<file path="src/rtl/multicycle_control_fsm.sv">
// Multi-cycle MIPS control sequencer: FETCH/DECODE/EXEC/MEM/WB
// with bounded memory waits and a retired-instruction counter.
module multicycle_control_fsm #(
  parameter int TIMEOUT  = 255,
  parameter int RETIRE_W = 32
) (
  input  logic                clk,
  input  logic                rst,
  input  logic [5:0]          opcode,
  input  logic [5:0]          funct,
  input  logic                imem_ready,
  input  logic                dmem_ready,
  output logic                imem_req,
  output logic                ir_write,
  output logic                pc_write,
  output logic [1:0]          pc_src,
  output logic                branch_en,
  output logic                branch_ne,
  output logic                alu_src,
  output logic                dmem_req,
  output logic                dmem_we,
  output logic                reg_write,
  output logic                reg_dst,
  output logic                mem_io_to_reg,
  output logic                jal,
  output logic                illegal,
  output logic                bus_err,
  output logic [2:0]          state,
  output logic [RETIRE_W-1:0] retired
);

  localparam int CW = $clog2(TIMEOUT + 1);
  localparam logic [CW-1:0] TMO = CW'(TIMEOUT);

  localparam logic [5:0] OP_R   = 6'b000000;
  localparam logic [5:0] OP_J   = 6'b000010;
  localparam logic [5:0] OP_JAL = 6'b000011;
  localparam logic [5:0] OP_BEQ = 6'b000100;
  localparam logic [5:0] OP_BNE = 6'b000101;
  localparam logic [5:0] OP_LW  = 6'b100011;
  localparam logic [5:0] OP_SW  = 6'b101011;
  localparam logic [5:0] FN_JR  = 6'b001000;

  typedef enum logic [2:0] {
    FETCH  = 3'd0,
    DECODE = 3'd1,
    EXEC   = 3'd2,
    MEM    = 3'd3,
    WB     = 3'd4
  } state_t;

  state_t                state_q;
  state_t                state_d;
  logic [5:0]            op_q;
  logic [5:0]            fn_q;
  logic [CW-1:0]         cnt_q;
  logic [RETIRE_W-1:0]   ret_q;
  logic                  tmo;
  logic                  retire;

  // DECODE looks at the live IR fields; later states use the latched copy
  logic d_j, d_jal, d_jr, d_exec;
  logic e_br, e_mem, e_r, e_alui;

  assign tmo = (cnt_q == TMO);

  assign d_j    = (opcode == OP_J);
  assign d_jal  = (opcode == OP_JAL);
  assign d_jr   = (opcode == OP_R) && (funct == FN_JR);
  assign d_exec = !d_jr &&
                  ((opcode == OP_R) ||
                   (opcode == OP_BEQ) || (opcode == OP_BNE) ||
                   (opcode == OP_LW) || (opcode == OP_SW) ||
                   (opcode[5:3] == 3'b001));

  assign e_br   = (op_q == OP_BEQ) || (op_q == OP_BNE);
  assign e_mem  = (op_q == OP_LW) || (op_q == OP_SW);
  assign e_r    = (op_q == OP_R) && (fn_q != FN_JR);
  assign e_alui = (op_q[5:3] == 3'b001);

  always_comb begin
    state_d       = state_q;
    imem_req      = 1'b0;
    ir_write      = 1'b0;
    pc_write      = 1'b0;
    pc_src        = 2'd0;
    branch_en     = 1'b0;
    branch_ne     = 1'b0;
    alu_src       = 1'b0;
    dmem_req      = 1'b0;
    dmem_we       = 1'b0;
    reg_write     = 1'b0;
    reg_dst       = 1'b0;
    mem_io_to_reg = 1'b0;
    jal           = 1'b0;
    illegal       = 1'b0;
    bus_err       = 1'b0;
    unique case (state_q)
      FETCH: begin
        imem_req = 1'b1;
        if (imem_ready) begin
          ir_write = 1'b1;
          pc_write = 1'b1;
          state_d  = DECODE;
        end else if (tmo) begin
          bus_err = 1'b1;
        end
      end
      DECODE: begin
        state_d = FETCH;
        unique case (1'b1)
          d_j: begin
            pc_write = 1'b1;
            pc_src   = 2'd2;
          end
          d_jal: begin
            pc_write = 1'b1;
            pc_src   = 2'd2;
            jal      = 1'b1;
          end
          d_jr: begin
            pc_write = 1'b1;
            pc_src   = 2'd3;
          end
          d_exec: state_d = EXEC;
          default: illegal = 1'b1;
        endcase
      end
      EXEC: begin
        state_d = FETCH;
        unique case (1'b1)
          e_br: begin
            branch_en = 1'b1;
            pc_src    = 2'd1;
            branch_ne = (op_q == OP_BNE);
          end
          e_mem: begin
            alu_src = 1'b1;
            state_d = MEM;
          end
          e_r: state_d = WB;
          e_alui: begin
            alu_src = 1'b1;
            state_d = WB;
          end
          default: state_d = FETCH;
        endcase
      end
      MEM: begin
        dmem_req = 1'b1;
        dmem_we  = (op_q == OP_SW);
        if (dmem_ready) begin
          state_d = (op_q == OP_SW) ? FETCH : WB;
        end else if (tmo) begin
          bus_err = 1'b1;
          state_d = FETCH;
        end
      end
      WB: begin
        reg_write     = 1'b1;
        reg_dst       = (op_q == OP_R);
        mem_io_to_reg = (op_q == OP_LW);
        state_d       = FETCH;
      end
      default: state_d = FETCH;
    endcase
  end

  assign retire = (state_d == FETCH) && (state_q != FETCH) &&
                  !illegal && !bus_err;

  always_ff @(posedge clk or negedge rst) begin
    if (!rst) begin
      state_q <= FETCH;
      op_q    <= '0;
      fn_q    <= '0;
      cnt_q   <= '0;
      ret_q   <= '0;
    end else begin
      state_q <= state_d;
      if (state_q == DECODE) begin
        op_q <= opcode;
        fn_q <= funct;
      end
      if ((state_d != state_q) || bus_err)
        cnt_q <= '0;
      else if ((state_q == FETCH) || (state_q == MEM))
        cnt_q <= cnt_q + 1'b1;
      if (retire)
        ret_q <= ret_q + 1'b1;
    end
  end

  assign state   = state_q;
  assign retired = ret_q;

endmodule

</file>
<file path="config.mk">
export PLATFORM = sky130hd
export DESIGN_NAME = multicycle_control_fsm
export DESIGN_NICKNAME = d
export VERILOG_FILES = /design/src/rtl/multicycle_control_fsm.sv
export SDC_FILE = /design/constraint.sdc
export NUM_CORES = 1
export LEC_CHECK = 0
export ABC_AREA = 1
export BUFFER_PORTS_ARGS = -buffer_cell sky130_fd_sc_hd__buf_2
export CAP_MARGIN = 15
export CORE_ASPECT_RATIO = 1.25
export CORE_MARGIN = 1.5
export CORE_UTILIZATION = 45
export CTS_CLUSTER_DIAMETER = 80
export DETAILED_ROUTE_END_ITERATION = 8
export PLACE_DENSITY_LB_ADDON = 0.25
export SLEW_MARGIN = 30
export SYNTH_ARGS = -nofsm -noshare
export SYNTH_HDL_FRONTEND = slang
export SYNTH_SLANG_ARGS = --single-unit
</file>
<file path="constraint.sdc">
create_clock -name clk -period 5 [get_ports clk]
set_input_delay 0.25 -clock clk [delete_from_list [all_inputs] [get_ports clk]]
set_output_delay 0.25 -clock clk [all_outputs]
set_load 0.05 [all_outputs]
</file>
==> reports/qor.yml <==
drt_pre_antenna_iters: 4
timing.fmax_mhz: 385
drive_above_1_share_pct: 17.3
setup_viol_count_final: 0
hold_viol_final: 0
p_sw_mw: 0.497
crit_path_start_kind: "flop"
wl_um: 8650
r2r_cells: 11
worstPathMaxFanout: 15
cp-endpoint: "pc_write"
drt-wirelength-per-cell_um: 12.6
slew_headroom_pct: 53.1
cts_tree: "built"
yosysTopAreaCellShare_pct: 38.4
antenna_left: 0
period_share_pct: 52.0
hpwlAfterDp_um: 6540
place.port_buffers: 66
final-max-slew-violation-count: 0
worstReg2RegEnd: "retired[23]$_DFFE_PN0P_"
clock_power_share_pct: 25.0
synthesis.nets: 543
crit_chain: "nor3_2 -> inv_1 -> a21oi_1 -> or2_2 -> buf_2"
async_flop_share_pct: 100
die_h_um: 103
swShare_pct: 39.4
antenna_found_initial: 0
synth.distinct_cells: 30
fill_cells: 814
grt_first_pass_wirelength_um: 14800
holdBufCountCts: 0
cellPowerDensity_nw_per_um2: 309
internal-power_mw: 0.763
clk_pin_slew_ns: 0.10
reg2reg_from: "cnt_q[0]$_DFFE_PN0P_"
place_congestion: 0.932
drc: 0
tns_ns: 0
max_stage_delay_ns: 0.59
antenna_cells: 0
cts_resized: 0
final_common_cell: "nand2_1"
cts_setup_buffers: 0
rsz0062_at_grt: "no"
ios: 67
period_needed_ns: 2.60
critical_path_required_ns: 4.75
status: "finished, final reports clean"
worst-path-buf-inv: 2
syn_area_um2: 3580
arrival_ns: 2.35
grt_pass1_vias: 3218
rows: 36
final_cells: 684
crit_start: "state[2]$_DFF_PN0_"
p_comb_share_pct: 30.2
syn_to_final_growth_pct: 13.8
clock-sinks: 55
timing.critical_path.to_type: "output pin"
yosys.area.top_type: "dfrtp_1"
ys_ff_latch: 55
final_util_pct: 52.6
root_buffer: "clkbuf_8"
leakagePower_nw: 2.18
dp.cells: 676
cp_slowest_cell: "nor3_2"
p_seq_share_pct: 44.9
vias: 3448
grt_max_degree: 56
synth_edf_count: 0
insertion_delay_ns: 0.32
ir_worst_vdd_uv: 196
final_cell_mix: "nand2_1, buf_2, nor2_1, dfrtp_1, inv_1"
path_class: "flop to output pin"
grt_util_all_layers_pct: 21.5
layout.nets: 606
die_area_um2: 8510
synth_flop_cell: "dfrtp_1"
die_x_um: 82.8
critPathTopFamily: "simple AND/OR/NAND/NOR gates"
min_path_type: "input port to async pin"
drt_iter0_markers: 185
cp_num_cells: 5
viasPerCell: 5.04
start_util_pct: 46.2
skew_ns: 0.00484
cts_max_path_buffers: 2
grt-ovfl-total: 0
reg2reg_slack_ns: 2.75
ys_seq_area_share_pct: 38.4
cts_buffers: 5
postSynthCellCount: 525
synth_area_leaders: "dfrtp_1, nand2_1, nand3_1"
core_area_um2: 7750
tightestPinTransition_ns: 0.703
maxCapViolCount: 0
cts_max_level: 2
synth.avg_cell_area_um2: 6.82
yosysWarnings: 0
## per-stage QoR
step / cell area [µm²] / power [mW] / hold slack (ns) / setup WS (ns)
floorplan: 3580 / 0.874 / -0.0456 / 1.56
global placement: 3960 / 0.950 / 0.423 / 2.79
detailed placement: 3960 / 0.958 / 0.432 / 2.76
CTS: 4080 / 1.27 / 0.0714 / 2.38
global route: 4080 / 1.34 / 0.118 / 2.15
finish: 4080 / 1.26 / 0.0437 / 2.40
## Yosys cell counts (2+ instances only)
cell / instances
nand2_1: 196
nor2_1: 58
dfrtp_1: 55
inv_1: 53
nand3_1: 46
nor3_1: 23
xor2_1: 17
o21ai_0: 12
nand3b_1: 9
inv_2: 6
nand3_2: 6
nand4_1: 6
nor2_2: 5
buf_2: 3
buf_4: 3
buf_6: 3
or2_2: 3
xnor2_1: 3
clkbuf_1: 2
ha_1: 2
nand2_4: 2
nor2_8: 2
o21ai_1: 2
o21bai_1: 2
## layer usage
metal	GRT usage, %	share of wire [%]
met1	25.3	43
met2	37.6	48
met3	3.84	4.7
met4	11.8	3.9
met5	0	0
## power by group through the flow
stage	combinational (mW)	sequential (mW)	clock (mW)
final	0.380	0.565	0.314
after global routing	0.423	0.576	0.341
after CTS	0.385	0.566	0.324
after detailed placement	0.384	0.574	0
after global placement	0.379	0.571	0
after floorplan	0.247	0.627	0
## area by class of cell
cell class / count / area (µm²) / area share [%]
tap: 95 / 119 / 2.92
clock buffer: 6 / 82.6 / 2.03
inverter: 60 / 225 / 5.52
clock inverter: 2 / 35.0 / 0.859
timing repair buffer: 67 / 338 / 8.28
multi-input combinational: 399 / 1900 / 46.6
sequential: 55 / 1380 / 33.8
## state kept, by name, indices dropped and copies added, names as in the netlist
signal / flops
cnt_q: 8
fn_q: 6
op_q: 6
retired: 32
state: 3
## cells by family after synthesis
group | synth area share, %
and+or+nand+nor | 44.8
buffers and inverters | 8.49
DFF | 38.4
xor gates and xnor gates | 4.89
AOI/OAI and AO/OA | 2.72
adders and majority gates | 0.698
## how the worst min path moves through the flow
| stage | depth (start not counted) | slack [ns] | endpoint | from |
|---|---|---|---|---|
| 3_5_place_dp | 2 | 0.43 | retired[3]$_DFFE_PN0P_ | rst |
| 5_1_grt | 2 | 0.12 | retired[3]$_DFFE_PN0P_ | rst |
| 3_3_place_gp | 2 | 0.42 | retired[2]$_DFFE_PN0P_ | rst |
| 2_1_floorplan | 0 | -0.05 | cnt_q[0]$_DFFE_PN0P_ | rst |
| 6_report | 2 | 0.04 | retired[4]$_DFFE_PN0P_ | rst |
| 4_1_cts | 2 | 0.07 | retired[3]$_DFFE_PN0P_ | rst |
Power figures use the tool's default switching activity.
